File: config.mk
export PLATFORM = sky130hd
export DESIGN_NAME = write_back_buffer_flat
export DESIGN_NICKNAME = d
export VERILOG_FILES = /design/src/rtl/write_back_buffer_if.sv /design/src/rtl/write_back_buffer.sv /design/src/flat_wrapper.sv
export SDC_FILE = /design/constraint.sdc
export NUM_CORES = 1
export LEC_CHECK = 0
export BUFFER_PORTS_ARGS = -buffer_cell sky130_fd_sc_hd__buf_2
export CAP_MARGIN = 20
export CELL_PAD_IN_SITES_DETAIL_PLACEMENT = 1
export CELL_PAD_IN_SITES_GLOBAL_PLACEMENT = 1
export CORE_MARGIN = 1
export CORE_UTILIZATION = 51
export DETAILED_ROUTE_END_ITERATION = 16
export PLACE_DENSITY_LB_ADDON = 0.15
export SYNTH_ARGS = -nofsm -noshare
export SYNTH_HDL_FRONTEND = slang
export SYNTH_SLANG_ARGS = --single-unit
File: constraint.sdc
create_clock -name clk -period 10.5 [get_ports clk]
set_input_delay 0 -clock clk [delete_from_list [all_inputs] [get_ports clk]]
set_output_delay 0 -clock clk [all_outputs]
set_load 0.01 [all_outputs]
File: src/rtl/write_back_buffer_if.sv
// Bus bundle between the cache, the write-back buffer and lower memory.
// The slave side is the buffer. The master side is the cache plus the memory-ready input.
interface write_back_buffer_if #(
    parameter int TAG_WIDTH   = 4,
    parameter int VALUE_WIDTH = 32,
    parameter int DEPTH       = 4
);
    logic                         memwrite;
    logic [TAG_WIDTH-1:0]         tag_write;
    logic [VALUE_WIDTH-1:0]       value_write;
    logic                         full;
    logic                         empty;
    logic [$clog2(DEPTH+1)-1:0]   count;
    logic                         overflow;
    logic                         lookup_en;
    logic [TAG_WIDTH-1:0]         lookup_tag;
    logic                         lookup_hit;
    logic [VALUE_WIDTH-1:0]       lookup_value;
    logic                         mem_valid;
    logic [TAG_WIDTH-1:0]         mem_tag;
    logic [VALUE_WIDTH-1:0]       mem_value;
    logic                         mem_ready;

    modport master (
        output memwrite, tag_write, value_write, lookup_en, lookup_tag, mem_ready,
        input  full, empty, count, overflow, lookup_hit, lookup_value,
               mem_valid, mem_tag, mem_value
    );

    modport slave (
        input  memwrite, tag_write, value_write, lookup_en, lookup_tag, mem_ready,
        output full, empty, count, overflow, lookup_hit, lookup_value,
               mem_valid, mem_tag, mem_value
    );
endinterface

File: src/rtl/write_back_buffer.sv
// Eviction queue between the LRU cache and lower memory.
// It drains queued entries in order, coalesces repeated evictions of a tag, and answers tag lookups.
module write_back_buffer #(
    parameter int TAG_WIDTH   = 4,
    parameter int VALUE_WIDTH = 32,
    parameter int DEPTH       = 4
) (
    input  logic               clk,
    input  logic               rst,
    write_back_buffer_if.slave bus
);
    localparam int PTR_W = $clog2(DEPTH);
    localparam int CNT_W = $clog2(DEPTH + 1);

    logic [TAG_WIDTH-1:0]   tag_mem   [DEPTH];
    logic [VALUE_WIDTH-1:0] value_mem [DEPTH];
    logic [PTR_W-1:0]       head_reg;
    logic [PTR_W-1:0]       tail_reg;
    logic [CNT_W-1:0]       count_reg;
    logic                   overflow_reg;
    logic                   lookup_hit_reg;
    logic [VALUE_WIDTH-1:0] lookup_value_reg;

    logic [DEPTH-1:0]       nonhead_valid;
    logic [DEPTH-1:0]       coalesce_match;
    logic [DEPTH-1:0]       lookup_match;
    logic                   is_full;
    logic                   is_empty;
    logic                   push_append;
    logic                   push_drop;
    logic                   pop;
    logic                   head_lookup_hit;
    logic                   lookup_hit_next;
    logic [VALUE_WIDTH-1:0] lookup_value_next;

    // An entry is occupied when its distance from head is below count.
    // Distance 0 is the head itself. The head is never coalesced into, so mem_tag/mem_value stay stable.
    genvar gi;
    generate
        for (gi = 0; gi < DEPTH; gi++) begin : g_entry
            logic [PTR_W-1:0] offset;
            assign offset              = PTR_W'(gi) - head_reg;
            assign nonhead_valid[gi]   = (offset != '0) && (CNT_W'(offset) < count_reg);
            assign coalesce_match[gi]  = nonhead_valid[gi] && (tag_mem[gi] == bus.tag_write);
            assign lookup_match[gi]    = nonhead_valid[gi] && (tag_mem[gi] == bus.lookup_tag);
        end
    endgenerate

    assign is_full         = (count_reg == CNT_W'(DEPTH));
    assign is_empty        = (count_reg == '0);
    assign push_append     = bus.memwrite && !(|coalesce_match) && !is_full;
    assign push_drop       = bus.memwrite && !(|coalesce_match) && is_full;
    assign pop             = !is_empty && bus.mem_ready;
    assign head_lookup_hit = !is_empty && (tag_mem[head_reg] == bus.lookup_tag);

    // Lookup priority: the in-flight push first, then the non-head entries, then the head.
    always_comb begin
        lookup_hit_next   = 1'b0;
        lookup_value_next = '0;
        if (bus.memwrite && (bus.tag_write == bus.lookup_tag)) begin
            lookup_hit_next   = 1'b1;
            lookup_value_next = bus.value_write;
        end else if (|lookup_match) begin
            lookup_hit_next = 1'b1;
            for (int i = 0; i < DEPTH; i++) begin
                if (lookup_match[i]) begin
                    lookup_value_next = value_mem[i];
                end
            end
        end else if (head_lookup_hit) begin
            lookup_hit_next   = 1'b1;
            lookup_value_next = value_mem[head_reg];
        end
    end

    always_ff @(posedge clk) begin
        if (rst) begin
            for (int i = 0; i < DEPTH; i++) begin
                tag_mem[i]   <= '0;
                value_mem[i] <= '0;
            end
            head_reg         <= '0;
            tail_reg         <= '0;
            count_reg        <= '0;
            overflow_reg     <= 1'b0;
            lookup_hit_reg   <= 1'b0;
            lookup_value_reg <= '0;
        end else begin
            for (int i = 0; i < DEPTH; i++) begin
                if (bus.memwrite && coalesce_match[i]) begin
                    value_mem[i] <= bus.value_write;
                end
            end
            if (push_append) begin
                tag_mem[tail_reg]   <= bus.tag_write;
                value_mem[tail_reg] <= bus.value_write;
                tail_reg            <= tail_reg + 1'b1;
            end
            if (pop) begin
                head_reg <= head_reg + 1'b1;
            end
            case ({push_append, pop})
                2'b10:   count_reg <= count_reg + 1'b1;
                2'b01:   count_reg <= count_reg - 1'b1;
                default: count_reg <= count_reg;
            endcase
            if (push_drop) begin
                overflow_reg <= 1'b1;
            end
            if (bus.lookup_en) begin
                lookup_hit_reg   <= lookup_hit_next;
                lookup_value_reg <= lookup_value_next;
            end else begin
                lookup_hit_reg   <= 1'b0;
            end
        end
    end

    assign bus.full         = is_full;
    assign bus.empty        = is_empty;
    assign bus.count        = count_reg;
    assign bus.overflow     = overflow_reg;
    assign bus.lookup_hit   = lookup_hit_reg;
    assign bus.lookup_value = lookup_value_reg;
    assign bus.mem_valid    = !is_empty;
    assign bus.mem_tag      = tag_mem[head_reg];
    assign bus.mem_value    = value_mem[head_reg];
endmodule

File: src/flat_wrapper.sv
// flat-port wrapper written by rule: the top's interface ports become plain ports
module write_back_buffer_flat 
#(
    parameter int TAG_WIDTH   = 4,
    parameter int VALUE_WIDTH = 32,
    parameter int DEPTH       = 4
)
  (clk, rst, bus_memwrite, bus_tag_write, bus_value_write, bus_lookup_en, bus_lookup_tag, bus_mem_ready, bus_full, bus_empty, bus_count, bus_overflow, bus_lookup_hit, bus_lookup_value, bus_mem_valid, bus_mem_tag, bus_mem_value);
  write_back_buffer_if #(.TAG_WIDTH(TAG_WIDTH), .VALUE_WIDTH(VALUE_WIDTH), .DEPTH(DEPTH)) bus_i ();
  input  logic clk;
  input  logic rst;
  input wire logic [$bits(bus_i.memwrite)-1:0] bus_memwrite;
  input wire logic [$bits(bus_i.tag_write)-1:0] bus_tag_write;
  input wire logic [$bits(bus_i.value_write)-1:0] bus_value_write;
  input wire logic [$bits(bus_i.lookup_en)-1:0] bus_lookup_en;
  input wire logic [$bits(bus_i.lookup_tag)-1:0] bus_lookup_tag;
  input wire logic [$bits(bus_i.mem_ready)-1:0] bus_mem_ready;
  output wire logic [$bits(bus_i.full)-1:0] bus_full;
  output wire logic [$bits(bus_i.empty)-1:0] bus_empty;
  output wire logic [$bits(bus_i.count)-1:0] bus_count;
  output wire logic [$bits(bus_i.overflow)-1:0] bus_overflow;
  output wire logic [$bits(bus_i.lookup_hit)-1:0] bus_lookup_hit;
  output wire logic [$bits(bus_i.lookup_value)-1:0] bus_lookup_value;
  output wire logic [$bits(bus_i.mem_valid)-1:0] bus_mem_valid;
  output wire logic [$bits(bus_i.mem_tag)-1:0] bus_mem_tag;
  output wire logic [$bits(bus_i.mem_value)-1:0] bus_mem_value;
  assign bus_i.memwrite = bus_memwrite;
  assign bus_i.tag_write = bus_tag_write;
  assign bus_i.value_write = bus_value_write;
  assign bus_i.lookup_en = bus_lookup_en;
  assign bus_i.lookup_tag = bus_lookup_tag;
  assign bus_i.mem_ready = bus_mem_ready;
  assign bus_full = bus_i.full;
  assign bus_empty = bus_i.empty;
  assign bus_count = bus_i.count;
  assign bus_overflow = bus_i.overflow;
  assign bus_lookup_hit = bus_i.lookup_hit;
  assign bus_lookup_value = bus_i.lookup_value;
  assign bus_mem_valid = bus_i.mem_valid;
  assign bus_mem_tag = bus_i.mem_tag;
  assign bus_mem_value = bus_i.mem_value;
  write_back_buffer #(.TAG_WIDTH(TAG_WIDTH), .VALUE_WIDTH(VALUE_WIDTH), .DEPTH(DEPTH)) u_core (.clk(clk), .rst(rst), .bus(bus_i));
endmodule
# Word level (Yosys, flattened, before mapping)
# Memory sizes are Yosys's and may differ from the RTL's. A register that Yosys moved wholly into a read port is not among the register bits.
# Index checks and enable logic that the tools add are counted.
[word_totals]
ff_bits = 41
ram_bits = 144
inputBits = 45
out_inout_bits = 76
elab_cells = 116
mem_count = 2
[memory_table]
columns = ["memory", "words", "word_bits", "rd", "rd_ports_with_merged_regs", "write_ports", "line", "source"]
rows = [
  ["u_core.value_mem", 4, 32, 5, 1, 4, "write_back_buffer.sv:16", "logic [VALUE_WIDTH-1:0] value_mem [DEPTH];"],
  ["u_core.tag_mem", 4, 4, 5, 1, 4, "write_back_buffer.sv:15", "logic [TAG_WIDTH-1:0] tag_mem [DEPTH];"],
]
[classes]
add_sub_neg = 8
magnitude_cmp = 4
n_eq_ne = 13
mux = 42
bitwise_logic = 5
n_reduce_logical = 36
[ops]
columns = ["operator", "count"]
rows = [
  ["$mux W32", 12],
  ["$eq A4 B4 Y1", 10],
  ["$reduce_or A32 Y1", 1],
  ["$logic_and A1 B1 Y1", 22],
  ["$mux W1", 22],
  ["$lt A2 B3 Y1", 4],
  ["$mux W2", 6],
  ["$reduce_or A4 Y1", 3],
  ["$reduce_bool A2 Y1", 5],
  ["$pmux W3 S2", 1],
  ["$add A2 B1 Y2 const B", 2],
  ["$mux W4", 1],
  ["$or A1 B1 Y1", 4],
  ["$sub A1 B2 Y2 const A", 2],
  ["$sub A2 B2 Y2 const A", 2],
  ["$add A3 B1 Y3 const B", 1],
  ["$eq A3 B3 Y1 const B", 1],
  ["$logic_not A1 Y1", 3],
  ["$logic_not A3 Y1", 1],
  ["$sub A3 B1 Y3 const B", 1],
  ["$eq A2 B1 Y1 const B", 1],
  ["$eq A2 B2 Y1 const B", 1],
  ["$reduce_or A2 Y1", 1],
  ["$not A1 Y1", 1],
]

# Depth between registers and ports, before layout
[depth]
ltp_word = 13
depth_mapped = 16
ltp_nobuf = 15

# Least setup slack after synthesis
# No wires, ideal clock.
[synth_timing]
path_type = "reg-to-reg"
start = "register u_core.head_reg[1]"
end = "memory u_core.value_mem[2][0] (enable)"
setup_time_ps = 436
t_arrival_ps = 3704
t_required_ps = 10064
setup_slack_ps = 6360
stages_incl_launch_ff = 9
path_buffers = 0
period_less_slack_ps = 4140
path_cell_list = "dfxtp_1 inv_1 ha_1 inv_1 ha_1 nor2b_1 a221o_1 or4_4 o221ai_1"
[synth_rtl]
columns = ["element", "line", "source"]
rows = [
  ["start: declaration", "write_back_buffer.sv:17", "logic [PTR_W-1:0] head_reg;"],
  ["start signal: assignment", "write_back_buffer.sv:100", "head_reg <= head_reg + 1'b1;"],
  ["end: declaration", "write_back_buffer.sv:16", ""],
]

# Final worst setup path
[layout_timing]
start = "register u_core.head_reg[1]"
end = "register u_core.count_reg[2], in the netlist u_core.bus.count[2]"
[layout_via]
elab_chain_cells = 10
word_cells_on_any_way = 28
classes_between = "add/sub: 4; order compare: 4; eq/ne: 2; mux: 1; reduce/logical: 17"
[layout_rtl]
columns = ["element", "line", "source"]
rows = [
  ["$sub A1 B2 Y2 or $sub A2 B2 Y2 (tied branches)", "write_back_buffer.sv:42", "assign offset = PTR_W'(gi) - head_reg;"],
  ["$lt A2 B3 Y1 or $reduce_bool A2 Y1 (tied branches)", "write_back_buffer.sv:43", "assign nonhead_valid[gi] = (offset != '0) && (CNT_W'(offset) < count_reg);"],
  ["$logic_and A1 B1 Y1", "write_back_buffer.sv:43", ""],
  ["$logic_and A1 B1 Y1", "write_back_buffer.sv:44", "assign coalesce_match[gi] = nonhead_valid[gi] && (tag_mem[gi] == bus.tag_write);"],
  ["$reduce_or A4 Y1 (*)", "write_back_buffer.sv:51", "assign push_append = bus.memwrite && !(|coalesce_match) && !is_full;"],
  ["$logic_not A1 Y1 (*)", "write_back_buffer.sv:51", ""],
  ["$logic_and A1 B1 Y1 (*) (2 in a row)", "write_back_buffer.sv:51", ""],
  ["$eq A2 B1 Y1 or $eq A2 B2 Y1 (tied branches)", "write_back_buffer.sv:102", "case ({push_append, pop})"],
  ["$pmux W3 S2 or $reduce_bool A2 Y1 (tied branches)", "--", ""],
  ["end signal: assignment", "write_back_buffer.sv:103", "2'b10: count_reg <= count_reg + 1'b1;"],
  ["end signal: assignment", "write_back_buffer.sv:104", "2'b01: count_reg <= count_reg - 1'b1;"],
  ["end signal: assignment", "write_back_buffer.sv:105", "default: count_reg <= count_reg;"],
  ["end: declaration", "write_back_buffer.sv:19", "logic [CNT_W-1:0] count_reg;"],
]
# Every way passes the cells marked *; elsewhere a longest branch is shown, timed or not.
# A chain may end at the register's enable or synchronous reset.

==> run metrics <==
dpl hpwl 18,200 um; chip width 144 um; first-pass GRT wire length 47,600 um; clk_skew 11.7 ps; Max clock buf depth 2; H-tree depth 4; dpl cells 1,246; Final Critical Period 4360 ps; largest net degree at the start of global routing 66; worst-path fanout max 14; most common cell after layout, fill and taps aside edfxtp_1; Hold Crit Class primary input to flip-flop; fmax 229 MHz; Net Sw Power 845 uW; ratio of cells with drive above 1 in the final layout 20.7%; Startpoint Class flip-flop; Hold Path Cell Cnt 2; synthesized area 0.0102 mm2; Total GRT Usage 31.9%; Core Area 0.0195 mm2; worst setup path category flip-flop to flip-flop; Post-synth EDFFs 144; RSZ-0062 raised after global routing false; first-pass detailed-route iteration total 5; die footprint 0.0206 mm2; DRC 0; Syn Inst Count 918; worst skew pair latency 440 ps; DRT Wirelength 31,800 um; hold path start bus_tag_write[3]; Placer Congestion 0.822; routed len/inst 24.2 um; CTS Buf Count 17; crit path DAT 4730 ps; 1st-iter DRT viols 657; Internal 1550 uW; Port Buffers 120; layout net count 1,092; power share of the clock group 25.4%; Ant. Diodes 0; status finished clean; Filler cells 2,120; switch share 35.3%; CTS Root Cell clkbuf_16; sequential area share after synthesis 50.8%; Yosys warning count 0; worst reg2reg path depth 15; Setup violations, final 0; power share of the combinational group 32.4%; vias 8,073; worst flop-to-flop path endpoint u_core.bus.count[2]; clk sinks 187; worst endpoint required time 10,870 ps; Tcrit/Tclk final 41.5%; Routed Antenna Nets 0; most frequent cells in the layout 144 x edfxtp_1, 130 x and2_1, 120 x buf_2; Worst-Margin Slew 1120 ps; max-cap viol count 0; pwr/cell area 202 mW/mm2; Peak VDD IR 0.141 mV; CP endpoint kind flip-flop; Pwr Total 2400 uW; antenna violations before repair 0; Reg clk slew, reported paths 80 ps; Mapped Nets 977; max_slew headroom 25.4%; aggregate global routing overflow 0; fin cells 1,311; Cell variety after synth 49; final instance area 0.0119 mm2; max reg flops 128; CTS tree built; Syn Area/Cell 11.1 um2; ys flop type edfxtp_1; starting density of the core 52.3%; via/cell ratio 6.16; number of global-route vias before repair 8,405; row count 51; flop-to-flop setup slack 6140 ps; register bit total from synthesis 187; die height 144 um; Hold Path End u_core.tag_mem[0][3]; r2r startpoint u_core.head_reg[1]; final hold vios 0; area grow syn2layout 16.2%; Pleak 0.00470 uW; IO Pins 121; Final Max Tran Viols 0; Placed Instance Area 0.0110 mm2; post-route setup TNS 0 ps; power share of the sequential group 42.2%; setup bufs post-CTS 0; asr flop ratio synth 0%
[critical path, cell delays in order, from the launching register on]
cell	delay, ps
dfxtp_1	410
inv_1	130
ha_1	350
inv_1	60
ha_1	250
nor2b_1	140
a221o_1	400
or4_4	610
and4_1	350
inv_2	280
ha_1	230
inv_1	70
fa_1	400
xor2_1	160
or3_1	300
a21oi_1	130
[worst max path at each step]
stage	from	end	slack, ps
floorplan	u_core.head_reg[1]	u_core.value_mem[2][0]	6360
global placement	u_core.head_reg[1]	u_core.bus.count[2]	6400
detailed placement	u_core.head_reg[1]	u_core.bus.count[2]	6300
CTS	u_core.head_reg[1]	u_core.bus.count[2]	6180
global route	u_core.head_reg[1]	u_core.bus.count[2]	5980
finish	u_core.head_reg[1]	u_core.bus.count[2]	6140
[logic make-up after synthesis]
logic type	synth area share, %
buffers and inverters	4.90
adders and majority gates	1.79
AOI/OAI and AO/OA	12.9
xor gates and xnor gates	3.77
and+or+nand+nor	17.8
muxes	8.04
DFF	50.8
[cell type report]
type | instances | area [um2] | share of cell area [%]
Clock inverter | 13 | 96.3 | 0.812
Tap cell | 265 | 332 | 2.79
Clock buffer | 19 | 443 | 3.73
Inverter | 47 | 176 | 1.49
Sequential cell | 187 | 5190 | 43.7
Timing Repair Buffer | 166 | 1030 | 8.67
Multi-Input combinational cell | 614 | 4600 | 38.8
[cell usage after synthesis (all sizes together) (3+ instances only)]
master   instances  area share, %
o21ai           33            1.6
ha              13            1.6
inv             47            1.7
nor2b            3           0.18
xor2            23            2.0
xnor2           21            1.8
a221o           36            3.5
a21oi            3           0.15
nand2           63            2.3
buf             19            1.3
nand4           19            1.2
clkbuf          51            1.9
o211ai          18            1.3
mux4            36            7.9
dfxtp           43            8.4
nor4             4           0.31
nor2            87            3.2
and2           130            8.0
o21a            30            2.2
nand3           20           0.98
edfxtp         144             42
and3            16           0.98
o2111ai         30            2.6
[power by group through the flow]
stage / combinational, uW / clock (uW) / sequential [uW]
6_report: 775 / 610 / 1010
5_1_grt: 828 / 642 / 1020
4_1_cts: 774 / 612 / 1010
3_5_place_dp: 749 / 0 / 1020
3_3_place_gp: 729 / 0 / 1010
2_1_floorplan: 503 / 0 / 989
[metal layers]
metal	up-vias	share of wire [%]	global-route usage, %
li1	3603	-	-
met1	4103	40	39.8
met2	314	52	56.4
met3	53	5.7	3.97
met4	0	2.0	12.2
met5	-	0	0
[stage by stage]
stage | setup slack [ps] | utilization [%] | hold WS, ps
global placement | 6400 | 56.3 | 331
global route | 5980 | 60.8 | 68.8
detailed placement | 6300 | 56.3 | 334
floorplan | 6360 | - | 198
CTS | 6180 | 60.8 | 56.2
finish | 6140 | 60.8 | 60.0
[what timing repair did]
action | CTS | global route
hold endpoints to repair | 147 | 0
hold buffers | 33 | 0
endpoints found under the setup margin | 0 | 0
resized for setup | 0 | 0
Note: power is estimated with default switching activity, not from simulation.
